## src/rtl/addsub_chunked_if.sv

```systemverilog
// Handshake and operand/result bundle for the chunked adder-subtractor.
interface addsub_chunked_if #(
    parameter int WIDTH = 16
);
    logic             in_valid;
    logic             in_ready;
    logic [WIDTH-1:0] A;
    logic [WIDTH-1:0] B;
    logic             sub;
    logic             sat;
    logic             flush;
    logic             out_valid;
    logic [WIDTH-1:0] Sum;
    logic             Ovfl;
    logic             Cout;

    modport master (
        output in_valid, A, B, sub, sat, flush,
        input  in_ready, out_valid, Sum, Ovfl, Cout
    );

    modport slave (
        input  in_valid, A, B, sub, sat, flush,
        output in_ready, out_valid, Sum, Ovfl, Cout
    );
endinterface

```

## src/rtl/addsub_chunked.sv

```systemverilog
// Multi-cycle signed/unsigned adder-subtractor: CHUNK bits per clock with a
// registered inter-slice carry, signed overflow flag and optional saturation.
module addsub_chunked #(
    parameter int WIDTH = 16,
    parameter int CHUNK = 4
) (
    input  logic           clk,
    input  logic           rst_n,
    addsub_chunked_if.slave bus
);
    localparam int NCHUNK = WIDTH / CHUNK;
    localparam int CW     = (NCHUNK > 1) ? $clog2(NCHUNK) : 1;
    localparam int MSB    = WIDTH - 1;

    typedef enum logic [1:0] {IDLE, RUN, DONE} state_t;

    state_t           state, state_nx;
    logic [CW-1:0]    cnt;
    logic             carry;
    logic [WIDTH-1:0] a_reg, b_reg, work;
    logic             sat_reg;
    logic [WIDTH-1:0] sum_reg;
    logic             ovfl_reg, cout_reg;

    logic             in_ready, accept, last;
    logic [CHUNK:0]   slice_sum;
    logic [WIDTH-1:0] raw;
    logic             ovfl_c;
    logic [WIDTH-1:0] sat_val;

    // Handshake decode and next-state selection; flush overrides everything
    always_comb begin
        state_nx = state;
        in_ready = (state == IDLE) || (state == DONE);
        accept   = bus.in_valid && in_ready && !bus.flush;
        last     = (cnt == CW'(NCHUNK - 1));
        if (bus.flush) begin
            state_nx = IDLE;
        end else begin
            case (state)
                IDLE:    state_nx = accept ? RUN : IDLE;
                RUN:     state_nx = last ? DONE : RUN;
                DONE:    state_nx = accept ? RUN : IDLE;
                default: state_nx = IDLE;
            endcase
        end
    end

    // Current slice add, working result with this slice merged, and overflow/saturation
    always_comb begin
        slice_sum = {1'b0, a_reg[cnt*CHUNK +: CHUNK]}
                  + {1'b0, b_reg[cnt*CHUNK +: CHUNK]}
                  + {{CHUNK{1'b0}}, carry};
        raw = work;
        raw[cnt*CHUNK +: CHUNK] = slice_sum[CHUNK-1:0];
        ovfl_c  = (a_reg[MSB] == b_reg[MSB]) && (raw[MSB] != a_reg[MSB]);
        sat_val = a_reg[MSB] ? {1'b1, {(WIDTH-1){1'b0}}} : {1'b0, {(WIDTH-1){1'b1}}};
    end

    // State register
    always_ff @(posedge clk or negedge rst_n) begin
        if (!rst_n) state <= IDLE;
        else        state <= state_nx;
    end

    // Operand capture, per-slice accumulation and output load on the final slice
    always_ff @(posedge clk or negedge rst_n) begin
        if (!rst_n) begin
            cnt      <= '0;
            carry    <= 1'b0;
            a_reg    <= '0;
            b_reg    <= '0;
            sat_reg  <= 1'b0;
            work     <= '0;
            sum_reg  <= '0;
            ovfl_reg <= 1'b0;
            cout_reg <= 1'b0;
        end else if (bus.flush) begin
            cnt <= '0;
        end else if (accept) begin
            a_reg   <= bus.A;
            b_reg   <= bus.B ^ {WIDTH{bus.sub}};
            sat_reg <= bus.sat;
            carry   <= bus.sub;
            cnt     <= '0;
            work    <= '0;
        end else if (state == RUN) begin
            work  <= raw;
            carry <= slice_sum[CHUNK];
            if (last) begin
                cnt      <= '0;
                sum_reg  <= (sat_reg && ovfl_c) ? sat_val : raw;
                ovfl_reg <= ovfl_c;
                cout_reg <= slice_sum[CHUNK];
            end else begin
                cnt <= cnt + 1'b1;
            end
        end
    end

    assign bus.in_ready  = in_ready;
    assign bus.out_valid = (state == DONE);
    assign bus.Sum       = sum_reg;
    assign bus.Ovfl      = ovfl_reg;
    assign bus.Cout      = cout_reg;
endmodule
```

## src/flat_wrapper.sv

```systemverilog
// flat-port wrapper written by rule: the top's interface ports become plain ports
module addsub_chunked_flat 
#(
    parameter int WIDTH = 16,
    parameter int CHUNK = 4
)
  (clk, rst_n, bus_in_valid, bus_A, bus_B, bus_sub, bus_sat, bus_flush, bus_in_ready, bus_out_valid, bus_Sum, bus_Ovfl, bus_Cout);
  addsub_chunked_if #(.WIDTH(WIDTH)) bus_i ();
  input  logic clk;
  input  logic rst_n;
  input wire logic [$bits(bus_i.in_valid)-1:0] bus_in_valid;
  input wire logic [$bits(bus_i.A)-1:0] bus_A;
  input wire logic [$bits(bus_i.B)-1:0] bus_B;
  input wire logic [$bits(bus_i.sub)-1:0] bus_sub;
  input wire logic [$bits(bus_i.sat)-1:0] bus_sat;
  input wire logic [$bits(bus_i.flush)-1:0] bus_flush;
  output wire logic [$bits(bus_i.in_ready)-1:0] bus_in_ready;
  output wire logic [$bits(bus_i.out_valid)-1:0] bus_out_valid;
  output wire logic [$bits(bus_i.Sum)-1:0] bus_Sum;
  output wire logic [$bits(bus_i.Ovfl)-1:0] bus_Ovfl;
  output wire logic [$bits(bus_i.Cout)-1:0] bus_Cout;
  assign bus_i.in_valid = bus_in_valid;
  assign bus_i.A = bus_A;
  assign bus_i.B = bus_B;
  assign bus_i.sub = bus_sub;
  assign bus_i.sat = bus_sat;
  assign bus_i.flush = bus_flush;
  assign bus_in_ready = bus_i.in_ready;
  assign bus_out_valid = bus_i.out_valid;
  assign bus_Sum = bus_i.Sum;
  assign bus_Ovfl = bus_i.Ovfl;
  assign bus_Cout = bus_i.Cout;
  addsub_chunked #(.WIDTH(WIDTH), .CHUNK(CHUNK)) u_core (.clk(clk), .rst_n(rst_n), .bus(bus_i));
endmodule
```

## config.mk

```make
export PLATFORM = sky130hd
export DESIGN_NAME = addsub_chunked_flat
export DESIGN_NICKNAME = d
export VERILOG_FILES = /design/src/rtl/addsub_chunked_if.sv /design/src/rtl/addsub_chunked.sv /design/src/flat_wrapper.sv
export SDC_FILE = /design/constraint.sdc
export NUM_CORES = 1
export LEC_CHECK = 0
export ABC_CLOCK_PERIOD_IN_PS = 5600
export BUFFER_PORTS_ARGS = -buffer_cell sky130_fd_sc_hd__buf_4
export CORE_AREA = 5 5 97 99
export CTS_CLUSTER_SIZE = 30
export DETAILED_ROUTE_END_ITERATION = 6
export DIE_AREA = 0 0 102 104
export GPL_ROUTABILITY_DRIVEN = 0
export PLACE_DENSITY = 0.64
export SLEW_MARGIN = 25
export SYNTH_ARGS = -nofsm -noshare
export SYNTH_HDL_FRONTEND = slang
export SYNTH_SLANG_ARGS = --single-unit
```

## constraint.sdc

```tcl
create_clock -name clk -period 5.6 [get_ports clk]
set_input_delay 1.12 -clock clk [delete_from_list [all_inputs] [get_ports clk]]
set_output_delay 1.12 -clock clk [all_outputs]
set_load 0.02 [all_outputs]
```

==> results of run 1 <==
[worst register-to-register path: stages (launching register included)]
cell and delay, ns:
dfrtp_1 0.89, mux4_2 0.61, fa_1 0.44, a211oi_2 0.33, o21ba_2 0.32, o31ai_4 0.11
a211oi_4 0.79, nor2_1 0.12
[logic make-up after synthesis]
logic type | after synthesis
mux | 24
fa+ha+maj | 11
compound gates | 89
xor+xnor | 17
simple gates | 82
buf+inv | 32
flops | 72
[cell usage after synthesis, drive strengths merged]
cell type,number
a211oi,16
a21o,2
a21oi,29
a22o,5
a22oi,2
a31oi,3
and3,2
and4bb,1
buf,6
clkbuf,10
clkinv,1
dfrtp,72
fa,2
ha,9
inv,15
mux2,16
mux4,8
nand2,13
nand2b,2
nand3,1
nand3b,1
nand4bb,1
nor2,43
nor2b,11
nor3,2
nor3b,1
nor4bb,2
o211ai,3
o21ai,16
o21ba,1
o21bai,1
o22ai,7
o2bb2ai,1
o31ai,2
o32a,1
or2,1
or4,1
xnor2,17
[through the flow]
| step | area, sq um | instances | hold slack (ns) |
|---|---|---|---|
| after floorplan | 3670 | 327 | 0.442 |
| after global routing | 4330 | 493 | 0.510 |
| after CTS | 4330 | 493 | 0.484 |
| after global placement | 4170 | 477 | 0.458 |
| after detailed placement | 4170 | 477 | 0.468 |
| final | 4330 | 493 | 0.487 |
[metal layers]
layer / up-vias / share of wire / global-route usage
met5: - / 0 / 0
met4: 0 / 0.014 / 0.0553
met3: 12 / 0.046 / 0.0483
met2: 72 / 0.48 / 0.240
met1: 1272 / 0.46 / 0.214
li1: 1269 / - / -
[placed cells by master (no fill, tap or decap), types with 2 or more instances in the layout]
cell type	synthesis	layout
mux4_2	6	6
a22o_1	5	5
o211ai_1	3	3
clkinv_2	0	4
nand2b_1	2	2
buf_4	0	58
dfrtp_1	72	72
clkbuf_8	0	10
and3_1	2	2
nor2b_1	11	11
a211oi_1	4	4
a31oi_1	3	3
o21ai_0	15	15
a22oi_1	2	2
xnor2_1	17	17
inv_1	14	14
a211oi_2	11	11
ha_1	9	9
a21o_1	2	2
nor2_1	43	42
mux2_2	16	16
mux4_1	2	2
o31ai_4	2	2
o22ai_1	7	7
a21oi_1	28	28
nand2_1	13	13
clkbuf_1	10	2
fa_1	2	2
nor4bb_1	2	2
[path summary, 6_finish.rpt]
path,from,cells after the start,endpoint,slack (ns)
setup / recovery,u_core.cnt[0],7,u_core.bus.Sum[9],1.85
hold / removal,u_core.work[7],2,u_core.work[7],0.49
setup reg to reg,u_core.cnt[0],7,u_core.bus.Sum[9],1.85
hold reg to reg,u_core.work[7],2,u_core.work[7],0.49
max in group asynchronous,rst_n,1,u_core.b_reg[14],4.13
min in group asynchronous,rst_n,1,u_core.bus.Sum[8],0.90
[power by group]
part | total (uW) | switching, uW | internal [uW]
Sequential | 658 | 58.6 | 599
Combinational | 424 | 236 | 188
Clock | 356 | 186 | 170
[cell type report]
class                      instances  share of cell area
sequential                        72               0.416
timing repair buffer              58               0.100
clock buffer                      12              0.0335
clock inverter                     4             0.00462
tap                              108              0.0312
multi-input combinational        223               0.401
inverter                          16              0.0139
==> flow_summary.yaml, run 1 <==
cts:
  insertion_delay_ns: 0.35
  path_clk_slew_ns: 0.07
  post-cts-setup-buffers: 0
  cts-root-buf: "clkbuf_8"
  cts_num_sinks: 72
  cts-buffers-inserted: 9
  holdBufCountCts: 0
  htreeDepth: 3
  cts_tree: "yes"
  cts-resized-gates: 0
  cts_buffer_depth: 2
placement:
  place_hpwl_um: 5610
  portBuffers: 57
  pre_cts_ws_ns: 1.87
floorplanning:
  core_sq_um: 8470
  row_count: 34
  fp.dieH_um: 104
  ios: 58
  die-area_sq_um: 10600
  fp.dieW_um: 102
  start_util: 0.434
setup_path:
  path_cells: "mux4_2 -> fa_1 -> a211oi_2 -> o21ba_2 -> o31ai_4 -> a211oi_4 -> nor2_1"
  slowest_delay_ns: 0.89
  required_ns: 5.80
  cp_top_family: "compound AO/OA/AOI/OAI gates"
  cp_max_fo: 20
  endpoint_kind: "register"
  crit_arrival_ns: 3.95
  worstSetupPathType: "reg -> reg"
  cp_slowest_cell: "dfrtp_1"
  path_buf_inv: 0
  start_kind: "register"
synthesis:
  synth_top_family_by_area: "compound AO/OA/AOI/OAI gates"
  synth_xor_area_frac: 0.0405
  ys_ff_latch: 72
  synth_compound_area_frac: 0.179
  synthAdderAreaFrac: 0.0416
  yosysTopAreaCell: "dfrtp_1"
  synthMuxAreaShare: 0.100
  ys_types: 47
  synthesis.nets: 376
  yosys.area.top_type_share: 0.490
  yosysWarnings: 0
  synthSimpleGateAreaFrac: 0.109
  synth_seq_area_share: 0.490
  postSynthCellCount: 327
  ys_top_cells_by_area: "dfrtp_1 49%, mux2_2 4.9%, nor2_1 4.4%"
  syn_area_per_cell_sq_um: 11.2
  synth_area_sq_um: 3670
timing:
  fin_crit_sh: 0.669
  max_freq_ghz: 0.267
  rsz0062_at_grt: "no"
  finalMaxSlewViolations: 0
  setup_violations: 0
  finalClockSkew_ns: 0.00735
  fin_ws_ns: 1.85
  fin_setup_tns_ns: 0
  worstMarginPinSlew_ns: 0.908
  period_minus_slack_ns: 3.75
  slew_headroom: 0.393
  finalHoldViolCount: 0
final_layout:
  multi_input_area_sq_um: 1740
  area_delta_synth_final_pct: 18.0
  final_core_util: 0.512
  drive_gt1_frac: 0.304
  seq_area_sq_um: 1800
  fillCellCount: 768
  diodes: 0
  fin_nets: 429
pwr:
  ir_drop_v: 0.000151
  power.total_uw: 1440
  power_density_nw_per_um2: 332
  p_leak_uw: 0.00187
global_route:
  grt_use_total: 0.159
  grt_antenna_before_repair: 0
  grt_pass1_wl_um: 13300
  grt_overflow: 0
  grt_pass1_vias: 2678
  grt_max_degree: 73
outcome:
  outcome: "completed"
routing:
  drtIter0Drc: 76
  dr.pass1.iters: 4
  routed_wl_um: 7930
  drcViolationCount: 0
  avgRoutedWirePerCell_um: 16.1
  vias: 2625
  antenna_left: 0
  vias_per_cell: 5.32
min_path:
  min_path_type: "reg -> reg"
flow_run:
  drv_cap: 0
(Power assumes the default switching activity.)
==> inputs of run 2 (changes only) <==
ABC_CLOCK_PERIOD_IN_PS = 3700   (was 5600)
clock period = 3.7 ns   (was 5.6 ns; I/O delays follow)
==> run 2 against run 1 <==
  * Sequential share of layout area decreased by 0.90 points
  * Via count rose by 0.88%
  * First-iteration DRC count rose by 6.6%
  * Critical path depth rose by 1
  * Die area did not move
  * Fmax increased by 20%
  * Power grew 56%
  * Worst hold slack got worse by 0.16 ns
  * Cell count is 1.2% higher
  * Clock power is 69% higher
  * Design area is 2.2% higher
  * Clock skew barely moved
  * Critical endpoint is now u_core.bus.Sum[14]
==> flow_summary.yaml, run 2 (synthesized netlist as in run 1, its figures left out) <==
pwr:
  swShare: 0.322
  power_density_nw_per_um2: 507
  combPwrFrac: 0.291
  p_int_uw: 1520
  p_clk_frac: 0.268
  power_frac_seq: 0.440
  p_leak_uw: 0.00192
  p_sw_uw: 722
  ir_drop_v: 0.000248
placement:
  place_hpwl_um: 5670
  pre_cts_ws_ns: 0.589
  portBuffers: 57
setup_path:
  endpoint_kind: "register"
  required_ns: 3.95
  cp_max_fo: 15
  start_kind: "register"
  worstSetupPathType: "reg -> reg"
  crit_arrival_ns: 3.36
final_layout:
  multi_input_area_sq_um: 1730
  area_delta_synth_final_pct: 20.6
  fillCellCount: 780
  diodes: 0
  final_common_cell: "dfrtp_1"
  final_cell_mix: "72 x dfrtp_1, 63 x buf_4, 43 x nor2_1"
  final_core_util: 0.523
  fin_nets: 436
  seq_area_sq_um: 1800
  drive_gt1_frac: 0.315
cts:
  cts-resized-gates: 0
  cts-root-buf: "clkbuf_8"
  cts_buffer_depth: 2
  htreeDepth: 3
  cts-buffers-inserted: 9
  insertion_delay_ns: 0.33
  cts_num_sinks: 72
  holdBufCountCts: 0
  cts_tree: "yes"
  path_clk_slew_ns: 0.07
  post-cts-setup-buffers: 0
outcome:
  outcome: "completed"
timing:
  max_freq_ghz: 0.321
  fin_crit_sh: 0.842
  slew_headroom: 0.496
  finalClockSkew_ns: 0.00742
  finalMaxSlewViolations: 0
  rsz0062_at_grt: "no"
  period_minus_slack_ns: 3.11
  worstMarginPinSlew_ns: 0.745
  setup_violations: 0
  fin_setup_tns_ns: 0
  finalHoldViolCount: 0
  fin_ws_ns: 0.586
global_route:
  grt_use_total: 0.157
  grt_pass1_vias: 2695
  grt_antenna_before_repair: 0
  use_met2: 0.241
  busiest_layer: "met2"
  grtUsageMet1: 0.220
  grt_max_degree: 73
  grt_pass1_wl_um: 13300
  grtUsageMet3: 0.0302
  grt_overflow: 0
min_path:
  min_path_type: "in -> async"
floorplanning:
  fp.dieH_um: 104
  start_util: 0.434
  row_count: 34
  core_sq_um: 8470
  ios: 58
  fp.dieW_um: 102
  die-area_sq_um: 10600
routing:
  drtIter0Drc: 81
  avgRoutedWirePerCell_um: 15.9
  drcViolationCount: 0
  dr.pass1.iters: 4
  vias: 2648
  antenna_left: 0
  vias_per_cell: 5.31
  routed_wl_um: 7920
flow_run:
  drv_cap: 0
run 2: through the flow:
stage	instance area [sq um]	hold slack (ns)	cells	power, uW
floorplan	3670	0.442	327	1440
global placement	4220	0.457	483	1650
detailed placement	4220	0.465	483	1660
CTS	4410	0.482	498	2270
global route	4430	0.343	499	2380
finish	4430	0.323	499	2240
run 2: critical path: stages (launching register included):
cell and delay (ns):
dfrtp_1 0.61, mux4_2 0.58, fa_1 0.45, a211oi_2 0.34, o21ba_2 0.32, o32a_1 0.24, a211oi_4 0.07, buf_4 0.21
a211oi_2 0.20
run 2: layer usage:
layer / vias up / share of wire
met5: - / 0
met4: 0 / 0.015
met3: 9 / 0.043
met2: 65 / 0.47
met1: 1294 / 0.47
li1: 1280 / -
run 2: area by class of cell:
cell class / instances / area share
Clock buffer: 11 / 0.0319
Inverter: 16 / 0.0136
Timing Repair Buffer: 65 / 0.116
Sequential cell: 72 / 0.407
Tap cell: 108 / 0.0305
Clock inverter: 4 / 0.0102
Multi-Input combinational cell: 223 / 0.391
run 2: path summary, 6_finish.rpt:
path | end | slack (ns) | cells after the start | startpoint
max | u_core.bus.Sum[14] | 0.59 | 8 | u_core.cnt[0]
min | u_core.bus.Sum[11] | 0.32 | 1 | rst_n
max reg2reg | u_core.bus.Sum[14] | 0.59 | 8 | u_core.cnt[0]
min reg2reg | u_core.work[8] | 0.48 | 2 | u_core.work[8]
max in group asynchronous | u_core.b_reg[3] | 2.81 | 2 | rst_n
min in group clk | u_core.work[8] | 0.48 | 2 | u_core.work[8]
run 2: power groups by stage:
stage / sequential (uW) / clock, uW / combinational, uW
3_5_place_dp: 1010 / 0 / 656
5_1_grt: 1000 / 645 / 728
6_report: 988 / 603 / 654
3_3_place_gp: 1000 / 0 / 644
2_1_floorplan: 995 / 0 / 440
4_1_cts: 990 / 620 / 660
==> inputs of run 3 (changes only) <==
ABC_AREA = 1   (was default)
ABC_CLOCK_PERIOD_IN_PS = 3250   (was 3700)
CORE_AREA = 5 5 98 100   (was 5 5 97 99)
DIE_AREA = 0 0 103 105   (was 0 0 102 104)
clock period = 3.25 ns   (was 3.7 ns; I/O delays follow)
==> run 3 against run 2 <==
  * Cell count increased by 21%
  * Clock skew increased by 0.00099 ns
  * Clock power increased by 12%
  * Design area about the same
  * First-iteration DRC count increased by 12%
  * Combinational power increased by 0.9%
  * Largest power group unchanged
==> flow_summary.yaml, run 3 <==
setup_path:
  worstSetupPathType: "reg -> reg"
  crit_arrival_ns: 3.09
  required_ns: 3.52
  start_kind: "register"
  endpoint_kind: "register"
  cp_max_fo: 14
min_path:
  min_path_type: "in -> async"
placement:
  postPlaceCellArea_sq_um: 4230
  placed_cells: 589
  portBuffers: 57
  place_hpwl_um: 6120
cts:
  cts_tree: "yes"
  htreeDepth: 3
  path_clk_slew_ns: 0.08
  cts_num_sinks: 72
  cts-resized-gates: 0
  insertion_delay_ns: 0.34
  post-cts-setup-buffers: 0
  cts-buffers-inserted: 9
  cts_buffer_depth: 2
  cts-root-buf: "clkbuf_8"
  holdBufCountCts: 0
global_route:
  grt_antenna_before_repair: 0
  grt_use_total: 0.162
  grt_pass1_wl_um: 14100
  grt_overflow: 0
  grt_max_degree: 73
  grt_pass1_vias: 3066
timing:
  finalHoldViolCount: 0
  fin_hold_ws_ns: 0.403
  fin_crit_sh: 0.867
  finalClockSkew_ns: 0.00841
  setup_violations: 0
  slew_headroom: 0.406
  finalMaxSlewViolations: 0
  fin_setup_tns_ns: 0
  rsz0062_at_grt: "no"
  max_freq_ghz: 0.355
  period_minus_slack_ns: 2.82
  worstMarginPinSlew_ns: 0.891
synthesis:
  ys_top_cells_by_area: "dfrtp_1 48%, nand2_1 11%, o21ai_0 6.7%"
  ys_types: 35
  synth_compound_area_frac: 0.152
  synth_common_cells: "106 x nand2_1, 72 x dfrtp_1, 50 x o21ai_0"
  syn_area_per_cell_sq_um: 8.52
  synth_top_family_by_area: "simple AND/OR/NAND/NOR gates"
  ys_async_sr_fraction: 1.00
  ys_ff_latch: 72
  synthSimpleGateAreaFrac: 0.210
  yosysWarnings: 0
  ys.flop_type: "dfrtp_1"
  yosys.area.top_type_share: 0.480
  synth_area_sq_um: 3750
  synthMuxAreaShare: 0.00300
  postSynthCellCount: 440
  synthAdderAreaFrac: 0.0407
  synthesis.nets: 489
  synth_xor_area_frac: 0.0397
  yosysMostFrequentCell: "nand2_1"
  synth-edff-count: 0
  synth_seq_area_share: 0.480
  yosysTopAreaCell: "dfrtp_1"
floorplanning:
  row_count: 34
  core_sq_um: 8590
  fp.dieH_um: 105
  fp.dieW_um: 103
  start_util: 0.436
  ios: 58
  die-area_sq_um: 10800
outcome:
  outcome: "completed"
pwr:
  p_leak_uw: 0.00208
  ir_drop_v: 0.000232
  power_density_nw_per_um2: 550
final_layout:
  diodes: 0
  area_delta_synth_final_pct: 18.1
  fillCellCount: 834
  final_cell_mix: "106 x nand2_1, 72 x dfrtp_1, 61 x buf_4"
  layout.cells.non_filler: 605
  postLayoutCellArea_sq_um: 4430
  fin_nets: 541
  final_common_cell: "nand2_1"
  drive_gt1_frac: 0.239
routing:
  dr.pass1.iters: 6
  antenna_left: 0
  avgRoutedWirePerCell_um: 13.7
  routed_wl_um: 8300
  vias_per_cell: 4.94
  drtIter0Drc: 91
  drcViolationCount: 0
  vias: 2991
flow_run:
  drv_cap: 0
## run 3: report_power, final
part,total [uW],switching (uW),internal (uW)
clock network,677,338,338
registers,1100,81.5,1020
logic,660,405,255
## run 3: area by class of cell
| class | instances | area, sq um | area share |
|---|---|---|---|
| Sequential cell | 72 | 1800 | 0.407 |
| Multi-Input combinational cell | 303 | 1670 | 0.377 |
| Timing Repair Buffer | 61 | 458 | 0.103 |
| Inverter | 45 | 169 | 0.0382 |
| Clock buffer | 12 | 165 | 0.0373 |
| Tap cell | 108 | 135 | 0.0305 |
| Clock inverter | 4 | 27.5 | 0.00622 |
## run 3: critical path: stages, from the launching register on
cell and delay [ns]:
dfrtp_1 0.48, inv_1 0.34, o21ai_0 0.15, o22ai_1 0.20
fa_1 0.26, inv_1 0.07, fa_1 0.40, xnor2_1 0.17
inv_1 0.07, nor2_1 0.13, nand2_1 0.09, o22ai_1 0.21
nand2_2 0.08, a21oi_2 0.11
## run 3: through the flow
stage | setup slack (ns) | total power (uW) | util
floorplan | 0.468 | 1560 | -
global placement | 0.568 | 1760 | 0.493
detailed placement | 0.450 | 1780 | 0.493
CTS | 0.439 | 2460 | 0.515
global route | 0.158 | 2600 | 0.515
finish | 0.434 | 2440 | 0.515
## run 3: cells by family after synthesis
logic type | count (synthesis)
buffers and inverters | 65
DFF | 72
adders and majority gates | 11
muxes | 1
xor gates and xnor gates | 17
and+or+nand+nor | 176
AOI/OAI and AO/OA | 98
## run 3: path summary, 6_finish.rpt
path	end	depth (start not counted)	from	slack, ns
setup / recovery	u_core.bus.Sum[14]	13	u_core.cnt[1]	0.43
hold / removal	u_core.bus.Sum[12]	1	rst_n	0.40
setup reg to reg	u_core.bus.Sum[14]	13	u_core.cnt[1]	0.43
hold reg to reg	u_core.a_reg[7]	2	u_core.a_reg[7]	0.48
max in group asynchronous	u_core.work[5]	1	rst_n	2.24
min in group clk	u_core.a_reg[7]	2	u_core.a_reg[7]	0.48
## run 3: layer usage
metal | share of wire | track usage | wire [um]
met5 | 0 | 0 | 0
met4 | 0.017 | 0.0546 | 144
met3 | 0.054 | 0.0386 | 449
met2 | 0.47 | 0.257 | 3880
met1 | 0.46 | 0.215 | 3830
